==> src/rtl/bus_fabric.sv <==
// Registered request/acknowledge interconnect from one load/store master to NSLV
// memory-mapped slaves. Define BUS_TIMEOUT_EN to terminate hung accesses with an error.
module bus_fabric #(
  parameter int                   NSLV        = 4,
  parameter int                   AW          = 32,
  parameter int                   DW          = 32,
  parameter logic [NSLV*AW-1:0]   SLV_BASE    = '0,
  parameter logic [NSLV*AW-1:0]   SLV_MASK    = '0,
  parameter int                   DEFAULT_SLV = NSLV - 1,
  parameter int                   TIMEOUT     = 255,
  parameter logic [DW-1:0]        ERR_DATA    = 32'hDEADBEEF
) (
  input  logic                 clk,
  input  logic                 reset,
  input  logic                 m_req,
  input  logic                 m_wen,
  input  logic [AW-1:0]        m_addr,
  input  logic [DW-1:0]        m_wdata,
  output logic [DW-1:0]        m_rdata,
  output logic                 m_ack,
  output logic                 m_err,
  output logic                 m_busy,
  output logic [NSLV-1:0]      s_ren,
  output logic [NSLV-1:0]      s_wen,
  output logic [AW-1:0]        s_addr,
  output logic [DW-1:0]        s_wdata,
  input  logic [NSLV*DW-1:0]   s_rdata,
  input  logic [NSLV-1:0]      s_ack
);

  localparam int SW = (NSLV > 1) ? $clog2(NSLV) : 1;

  localparam logic [1:0] IDLE   = 2'd0;
  localparam logic [1:0] ACCESS = 2'd1;
  localparam logic [1:0] DONE   = 2'd2;

  logic [1:0]      state;
  logic [SW-1:0]   sel;
  logic            wr;
  logic [SW-1:0]   dec_idx;
  logic [NSLV-1:0] dec_hot;
  logic            sel_ack;
  logic [DW-1:0]   sel_rdata;
  logic            timeout_hit;

  // Scan downwards so the lowest matching index overwrites any higher one.
  function automatic logic [SW-1:0] decode(input logic [AW-1:0] addr);
    logic [SW-1:0] idx;
    idx = SW'(DEFAULT_SLV);
    for (int i = NSLV - 1; i >= 0; i--) begin
      if ((addr & SLV_MASK[i*AW +: AW]) == (SLV_BASE[i*AW +: AW] & SLV_MASK[i*AW +: AW]))
        idx = SW'(i);
    end
    return idx;
  endfunction

  assign dec_idx   = decode(m_addr);
  assign dec_hot   = NSLV'(1) << dec_idx;
  assign sel_ack   = s_ack[sel];
  assign sel_rdata = s_rdata[int'(sel)*DW +: DW];

  always_ff @(posedge clk or posedge reset) begin
    if (reset) begin
      state   <= IDLE;
      sel     <= '0;
      wr      <= 1'b0;
      s_ren   <= '0;
      s_wen   <= '0;
      m_ack   <= 1'b0;
      m_busy  <= 1'b0;
      m_rdata <= '0;
      s_addr  <= '0;
      s_wdata <= '0;
    end else begin
      m_ack <= 1'b0;
      case (state)
        IDLE: begin
          if (m_req) begin
            s_addr  <= m_addr;
            s_wdata <= m_wdata;
            sel     <= dec_idx;
            wr      <= m_wen;
            s_ren   <= m_wen ? '0 : dec_hot;
            s_wen   <= m_wen ? dec_hot : '0;
            m_busy  <= 1'b1;
            state   <= ACCESS;
          end
        end
        ACCESS: begin
          // An ack in the same cycle as the timeout takes priority.
          if (sel_ack) begin
            if (!wr) m_rdata <= sel_rdata;
            s_ren <= '0;
            s_wen <= '0;
            m_ack <= 1'b1;
            state <= DONE;
          end else if (timeout_hit) begin
            if (!wr) m_rdata <= ERR_DATA;
            s_ren <= '0;
            s_wen <= '0;
            m_ack <= 1'b1;
            state <= DONE;
          end
        end
        DONE: begin
          m_busy <= 1'b0;
          state  <= IDLE;
        end
        default: begin
          s_ren  <= '0;
          s_wen  <= '0;
          m_busy <= 1'b0;
          state  <= IDLE;
        end
      endcase
    end
  end

`ifdef BUS_TIMEOUT_EN
  localparam int CW = $clog2(TIMEOUT + 1);

  logic [CW-1:0] cnt;

  // cnt counts completed wait cycles, so the limit is hit on the TIMEOUT-th one.
  assign timeout_hit = (cnt == CW'(TIMEOUT - 1));

  always_ff @(posedge clk or posedge reset) begin
    if (reset) begin
      cnt <= '0;
    end else if (state == IDLE && m_req) begin
      cnt <= '0;
    end else if (state == ACCESS && !sel_ack) begin
      cnt <= cnt + 1'b1;
    end
  end

  always_ff @(posedge clk or posedge reset) begin
    if (reset) begin
      m_err <= 1'b0;
    end else if (state == ACCESS) begin
      if (sel_ack)          m_err <= 1'b0;
      else if (timeout_hit) m_err <= 1'b1;
    end
  end
`else
  logic unused_cfg;

  assign timeout_hit = 1'b0;
  assign m_err       = 1'b0;
  assign unused_cfg  = (TIMEOUT != 0);
`endif

endmodule

==> config.mk <==
export PLATFORM = sky130hd
export DESIGN_NAME = bus_fabric
export DESIGN_NICKNAME = d
export VERILOG_FILES = /design/src/rtl/bus_fabric.sv
export SDC_FILE = /design/constraint.sdc
export NUM_CORES = 1
export LEC_CHECK = 0
export ABC_AREA = 1
export BUFFER_PORTS_ARGS = -buffer_cell sky130_fd_sc_hd__buf_2
export CAP_MARGIN = 20
export CORE_AREA = 2 2 119 121
export DETAILED_ROUTE_END_ITERATION = 6
export DIE_AREA = 0 0 121 123
export PLACE_DENSITY = 0.67
export SYNTH_ARGS = -nofsm -noshare
export SYNTH_HDL_FRONTEND = slang
export SYNTH_SLANG_ARGS = --single-unit
export TNS_END_PERCENT = 20
==> constraint.sdc <==
create_clock -name clk -period 3.1 [get_ports clk]
set_input_delay 0.62 -clock clk [delete_from_list [all_inputs] [get_ports clk]]
set_output_delay 0.62 -clock clk [all_outputs]
set_load 0.005 [all_outputs]
==> results of run 1 <==
-- cell families (layout without fill, tap and decap cells) --
group                  count (synthesis)  in the layout  share of synthesized area [%]
buffers and inverters                 34            225                           5.40
other                                  1              7                         0.0925
DFF                                  103            103                           63.6
and+or+nand+nor                      304            304                           30.6
AOI/OAI and AO/OA                      3              3                          0.370
-- metrics by stage --
stage	instances	utilization (%)	hold WS, ns	setup WS (ns)
floorplan	451	-	0.462	1.25
global placement	806	37.8	0.450	1.11
detailed placement	806	37.8	0.453	1.10
CTS	822	40.0	0.456	1.37
global route	822	40.0	0.466	1.28
finish	822	40.0	0.420	1.45
-- cells in the mapped netlist --
master,n
nand2_1,252
dfrtp_1,103
nand3_1,34
buf_2,14
buf_4,12
nand2_2,11
inv_1,3
buf_6,2
nor2_4,2
nor3_1,2
o21ai_0,2
a21oi_1,1
buf_8,1
conb_1,1
inv_2,1
inv_4,1
nand2_4,1
nor2_1,1
nor2_2,1
-- final cells by class --
class | instances | area, sq um | area share [%]
Clock buffer | 11 | 243 | 4.45
Clock inverter | 5 | 57.6 | 1.06
Inverter | 5 | 25.0 | 0.459
Multi-Input combinational cell | 314 | 1280 | 23.5
Sequential cell | 103 | 2580 | 47.3
Tap cell | 180 | 225 | 4.13
Timing Repair Buffer | 204 | 1040 | 19.1
-- state kept, by name, indices dropped and copies added (netlist names) --
name,count
s_wen,1
s_ren,1
s_addr,32
state,2
s_wdata,32
m_ack,1
m_busy,1
m_rdata,32
wr,1
-- per-layer routing --
| metal | vias to the layer above | share of wire [%] |
|---|---|---|
| li1 | 1735 | - |
| met1 | 1550 | 46 |
| met2 | 150 | 44 |
| met3 | 6 | 8.8 |
| met4 | 0 | 0.80 |
| met5 | - | 0 |
-- power breakdown --
part	switching, mW	total [mW]	leakage (nW)	internal [mW]
clock network	0.490	1.14	0.149	0.649
registers	0.314	2.23	1.28	1.91
logic	0.854	1.55	1.77	0.696
-- worst reg2reg max path: stages, from the launching register on --
cell and delay, ns:
dfrtp_1 0.47, nor2_4 0.17, nand2_4 0.17, inv_4 0.50
nand2_1 0.19, nand2_1 0.09
-- worst max path at each step --
stage | from | to
floorplan | reset | m_ack
global placement | s_ack[0] | m_rdata[12]
detailed placement | s_ack[0] | m_rdata[13]
CTS | state[1] | s_wdata[11]
global route | state[1] | s_wen[0]
finish | s_ack[0] | m_rdata[29]
==> results.sh, run 1 <==
export IMPL_status="completed"
export IMPL_drc=0
export IMPL_overflow=0
export IMPL_cp_slowest_cell="nand2_2"
export IMPL_post_cts_buffers=0
export IMPL_die_area_sq_um=14900
export IMPL_yosysWarnings=0
export IMPL_finalCriticalPeriod_ns=1.65
export IMPL_cts_buffers=9
export IMPL_rr_endpoint="s_wdata[11]"
export IMPL_io_pins=307
export IMPL_slew_viol_final=0
export IMPL_row_count=43
export IMPL_final_cell_mix="nand2_1, buf_2, dfrtp_1, nand3_1, nand2_2"
export IMPL_clk_pin_slew_ns=0.07
export IMPL_cp_max_fo=33
export IMPL_cts_max_level=3
export IMPL_synth_area_sq_um=4050
export IMPL_cts_hold_buf=0
export IMPL_path_cells="buf_2 -> inv_2 -> nor2_2 -> buf_4 -> nand2_2 -> nand2_1 -> nand2_1"
export IMPL_cp_depth=7
export IMPL_synth_ff_latch_count=103
export IMPL_place_congestion=0.705
export IMPL_drv_cap=0
export IMPL_worstSkewPairLatency_ns=0.33
export IMPL_area_growth_pct=34.5
export IMPL_max_stage_delay_ns=0.45
export IMPL_cts_tree="yes"
export IMPL_end_kind="flop"
export IMPL_critPathBufInv=3
export IMPL_grt_util_all_layers_pct=13.5
export IMPL_ff2ff_setup_slack_ns=1.45
export IMPL_design_area_sq_um=5450
export IMPL_maxSlewHeadroom_pct=59.1
export IMPL_nNetsFinal=837
export IMPL_ctsResizeCount=0
export IMPL_nFillCells=1373
export IMPL_period_share_pct=53.3
export IMPL_wirelength_um=10100
export IMPL_cpLargestDelayFamily="simple AND/OR/NAND/NOR gates"
export IMPL_use_met1_pct=18.3
export IMPL_syn_inst=445
export IMPL_antenna_found_initial=0
export IMPL_grt_pass1_wl_um=15800
export IMPL_p_per_area_nw_per_um2=902
export IMPL_io_buffers=200
export IMPL_clkSinkCount=103
export IMPL_yosysTopAreaCell="dfrtp_1"
export IMPL_use_met3_pct=4.70
export IMPL_dieWidth_um=121
export IMPL_dp_hpwl_um=6930
export IMPL_firstDrtPassIters=4
export IMPL_clockRootBuffer="clkbuf_16"
export IMPL_hp_class="input port to async pin"
export IMPL_wl_per_cell_um=12.3
export IMPL_rsz0062_at_grt="no"
export IMPL_busiest_layer="met2"
export IMPL_grt_max_degree=104
export IMPL_core_sq_um=13600
export IMPL_layout_commonest_cell="nand2_1"
export IMPL_tns_ns=0
export IMPL_setup_viol=0
export IMPL_antenna_cells=0
export IMPL_avgSynthCellArea_sq_um=9.11
export IMPL_clk_path_buf_depth=2
export IMPL_grt_use_met2_pct=20.6
export IMPL_crit_top_cell="nand2_1"
export IMPL_synthTopCellsByArea="dfrtp_1, nand2_1, nand3_1"
export IMPL_synth_top_cell_area_share_pct=63.6
export IMPL_required_ns=3.31
export IMPL_startpoint_type="input port"
export IMPL_yosysSeqAreaShare_pct=63.6
export IMPL_worstPathArrival_ns=1.87
export IMPL_p_total_mw=4.92
export IMPL_fp_dieH_um=123
export IMPL_clock_fmax_mhz=605
export IMPL_ys_types=19
export IMPL_layout_drive_gt1_share_pct=36.9
export IMPL_r2r_start="state[1]"
export IMPL_finalHoldViolCount=0
export IMPL_initial_core_util_pct=29.8
export IMPL_leakage_nw=3.20
export IMPL_clock_skew_ns=0.00551
export IMPL_tightestPinTransition_ns=0.611
export IMPL_r2r_worst_path_cells=5
export IMPL_placed_area_sq_um=5150
export IMPL_drtIter0Drc=184
export IMPL_path_class="input port to flop"
export IMPL_peakVddDrop_mv=0.274
export IMPL_first_global_vias=3206
export IMPL_viasPerCell=4.19
export IMPL_ant_nets=0
export IMPL_num_vias=3441
Power figures use the tool's default switching activity.
==> inputs of run 2 (changes only) <==
==> config.mk (replaced) <==
export PLATFORM = sky130hd
export DESIGN_NAME = bus_fabric
export DESIGN_NICKNAME = d
export VERILOG_FILES = /design/src/rtl/bus_fabric.sv
export SDC_FILE = /design/constraint.sdc
export NUM_CORES = 1
export LEC_CHECK = 0
export ABC_AREA = 0
export BUFFER_PORTS_ARGS = -buffer_cell sky130_fd_sc_hd__buf_2
export CAP_MARGIN = 20
export CORE_AREA = 2 2 121 123
export DETAILED_ROUTE_END_ITERATION = 6
export DIE_AREA = 0 0 123 125
export PLACE_DENSITY = 0.63
export SYNTH_ARGS = -nofsm -noshare
export SYNTH_HDL_FRONTEND = slang
export SYNTH_SLANG_ARGS = --single-unit
export TNS_END_PERCENT = 20
==> constraint.sdc (replaced) <==
create_clock -name clk -period 1.55 [get_ports clk]
set_input_delay 0.31 -clock clk [delete_from_list [all_inputs] [get_ports clk]]
set_output_delay 0.31 -clock clk [all_outputs]
set_load 0.005 [all_outputs]
==> results.sh, run 2 <==
export IMPL_status="completed"
export IMPL_finalCriticalPeriod_ns=1.48
export IMPL_viasPerCell=4.24
export IMPL_cts_tree="yes"
export IMPL_dieWidth_um=123
export IMPL_clock_skew_ns=0.00659
export IMPL_rsz0062_at_grt="no"
export IMPL_drtIter0Drc=72
export IMPL_post_place_ws_ns=0.0192
export IMPL_ys_types=18
export IMPL_ff2ff_setup_slack_ns=0.07
export IMPL_design_area_sq_um=5700
export IMPL_io_buffers=200
export IMPL_instances_no_fill=635
export IMPL_area_growth_pct=39.8
export IMPL_peakVddDrop_mv=0.643
export IMPL_clockRootBuffer="clkbuf_16"
export IMPL_overflow=0
export IMPL_p_per_area_nw_per_um2=1810
export IMPL_antenna_cells=0
export IMPL_leakage_nw=2.80
export IMPL_end_kind="flop"
export IMPL_required_ns=1.77
export IMPL_slew_viol_final=0
export IMPL_dp_hpwl_um=6580
export IMPL_synthFlopType="dfrtp_1"
export IMPL_synthTopCellsByArea="dfrtp_1, mux2_2, mux2_4"
export IMPL_max_stage_delay_ns=0.40
export IMPL_clkSinkCount=103
export IMPL_antenna_found_initial=0
export IMPL_synth_area_sq_um=4080
export IMPL_nNetsFinal=647
export IMPL_period_share_pct=95.6
export IMPL_layout_drive_gt1_share_pct=72.9
export IMPL_worst_slack_ns=0.0677
export IMPL_fp_dieH_um=125
export IMPL_clk_pin_slew_ns=0.07
export IMPL_core_sq_um=14200
export IMPL_die_area_sq_um=15400
export IMPL_cp_max_fo=18
export IMPL_drc=0
export IMPL_ys_top_cells_by_count="dfrtp_1, mux2_2, mux2_4"
export IMPL_synth_top_cell_area_share_pct=63.2
export IMPL_startpoint_type="flop"
export IMPL_reg_largest_list="m_rdata x32, s_addr x32, s_wdata x32"
export IMPL_wirelength_um=9230
export IMPL_worstPathArrival_ns=1.70
export IMPL_r2r_worst_path_cells=5
export IMPL_path_class="flop to flop"
export IMPL_final_cell_mix="buf_2, dfrtp_1, mux2_2, mux2_4, clkbuf_16"
export IMPL_placed_area_sq_um=5280
export IMPL_setup_viol=0
export IMPL_wl_per_cell_um=14.5
export IMPL_clock_fmax_mhz=675
export IMPL_ant_nets=0
export IMPL_grt_util_all_layers_pct=11.7
export IMPL_place_congestion=0.752
export IMPL_syn_inst=237
export IMPL_clk_path_buf_depth=2
export IMPL_synth_edf_count=0
export IMPL_cts_max_level=3
export IMPL_yosysWarnings=0
export IMPL_rr_endpoint="s_addr[3]"
export IMPL_grt_max_degree=70
export IMPL_layout_commonest_cell="buf_2"
export IMPL_placed_cells=617
export IMPL_tns_ns=0
export IMPL_path_cells="nand2b_4 -> nor2_4 -> buf_12 -> clkbuf_16 -> mux2_2"
export IMPL_num_vias=2695
export IMPL_avgSynthCellArea_sq_um=17.2
export IMPL_firstDrtPassIters=4
export IMPL_r2r_start="state[0]"
export IMPL_row_count=44
export IMPL_async_flop_share_pct=100
export IMPL_cts_hold_buf=0
export IMPL_cts_buffers=9
export IMPL_worstSkewPairLatency_ns=0.34
export IMPL_initial_core_util_pct=28.7
export IMPL_grt_pass1_wl_um=13900
export IMPL_yosysSeqAreaShare_pct=63.2
export IMPL_io_pins=307
export IMPL_synth_ff_latch_count=103
export IMPL_yosysTopAreaCell="dfrtp_1"
export IMPL_synth_most_common_cell="dfrtp_1"
export IMPL_drv_cap=0
export IMPL_finalHoldViolCount=0
export IMPL_hp_class="input port to async pin"
export IMPL_cp_slowest_cell="dfrtp_1"
export IMPL_first_global_vias=2865
run 2: worst max-delay path by stage:
stage	cells after the start	slack, ns	startpoint	endpoint
after floorplan	1	0.008	reset	m_ack
after global placement	4	0.05	state[0]	s_addr[25]
after detailed placement	5	0.02	s_ack[0]	m_rdata[23]
after CTS	4	0.01	state[0]	s_addr[19]
after global routing	4	0.01	state[1]	m_rdata[18]
final	5	0.07	state[0]	s_addr[3]
run 2: per-stage QoR:
| stage | hold slack (ns) | util (%) | total power, mW |
|---|---|---|---|
| final | 0.0853 | 40.1 | 10.3 |
| after global routing | 0.113 | 40.1 | 11.0 |
| after CTS | 0.0819 | 39.5 | 10.4 |
| after floorplan | 0.456 | - | 6.22 |
| after global placement | 0.458 | 37.2 | 7.69 |
| after detailed placement | 0.458 | 37.2 | 7.82 |
run 2: critical path, delay by kind of cell (launching register included):
kind	cells	cell delay (ns)
DFF	1	0.40
muxes	1	0.34
buffers and inverters	2	0.33
and+or+nand+nor	2	0.29
run 2: cell families after synthesis:
group / Yosys count / synth area share (%)
and+or+nand+nor: 8 / 1.60
muxes: 97 / 29.5
other: 1 / 0.0920
DFF: 103 / 63.2
AOI/OAI and AO/OA: 6 / 0.982
buffers and inverters: 22 / 4.57
run 2: report_power, final:
| part | leakage [nW] | total (mW) | internal, mW | switching, mW |
|---|---|---|---|---|
| clock | 0.158 | 2.52 | 1.57 | 0.955 |
| combinational | 1.42 | 3.42 | 2.18 | 1.24 |
| sequential | 1.22 | 4.41 | 3.83 | 0.582 |
| total | 2.80 | 10.3 | 7.57 | 2.78 |
run 2: final cells by class:
type,count,area (sq um)
Tap cell,184,230
Clock inverter,6,110
Timing Repair Buffer,211,1180
Fill cell,1338,8500
Multi-Input combinational cell,118,1360
Sequential cell,103,2580
Clock buffer,9,225
Inverter,4,18.8
run 2: repair_timing:
item,in CTS,in global routing
setup buffers,0,1
setup endpoints to repair,0,41
gates resized for setup,0,4
run 2: routing by layer:
metal,GRT usage (%),routed length [um],vias to the layer above
met3,4.47,873,17
met2,18.7,4250,128
met4,6.02,205,0
met1,13.6,3900,1311
li1,-,-,1239
met5,0,0,-
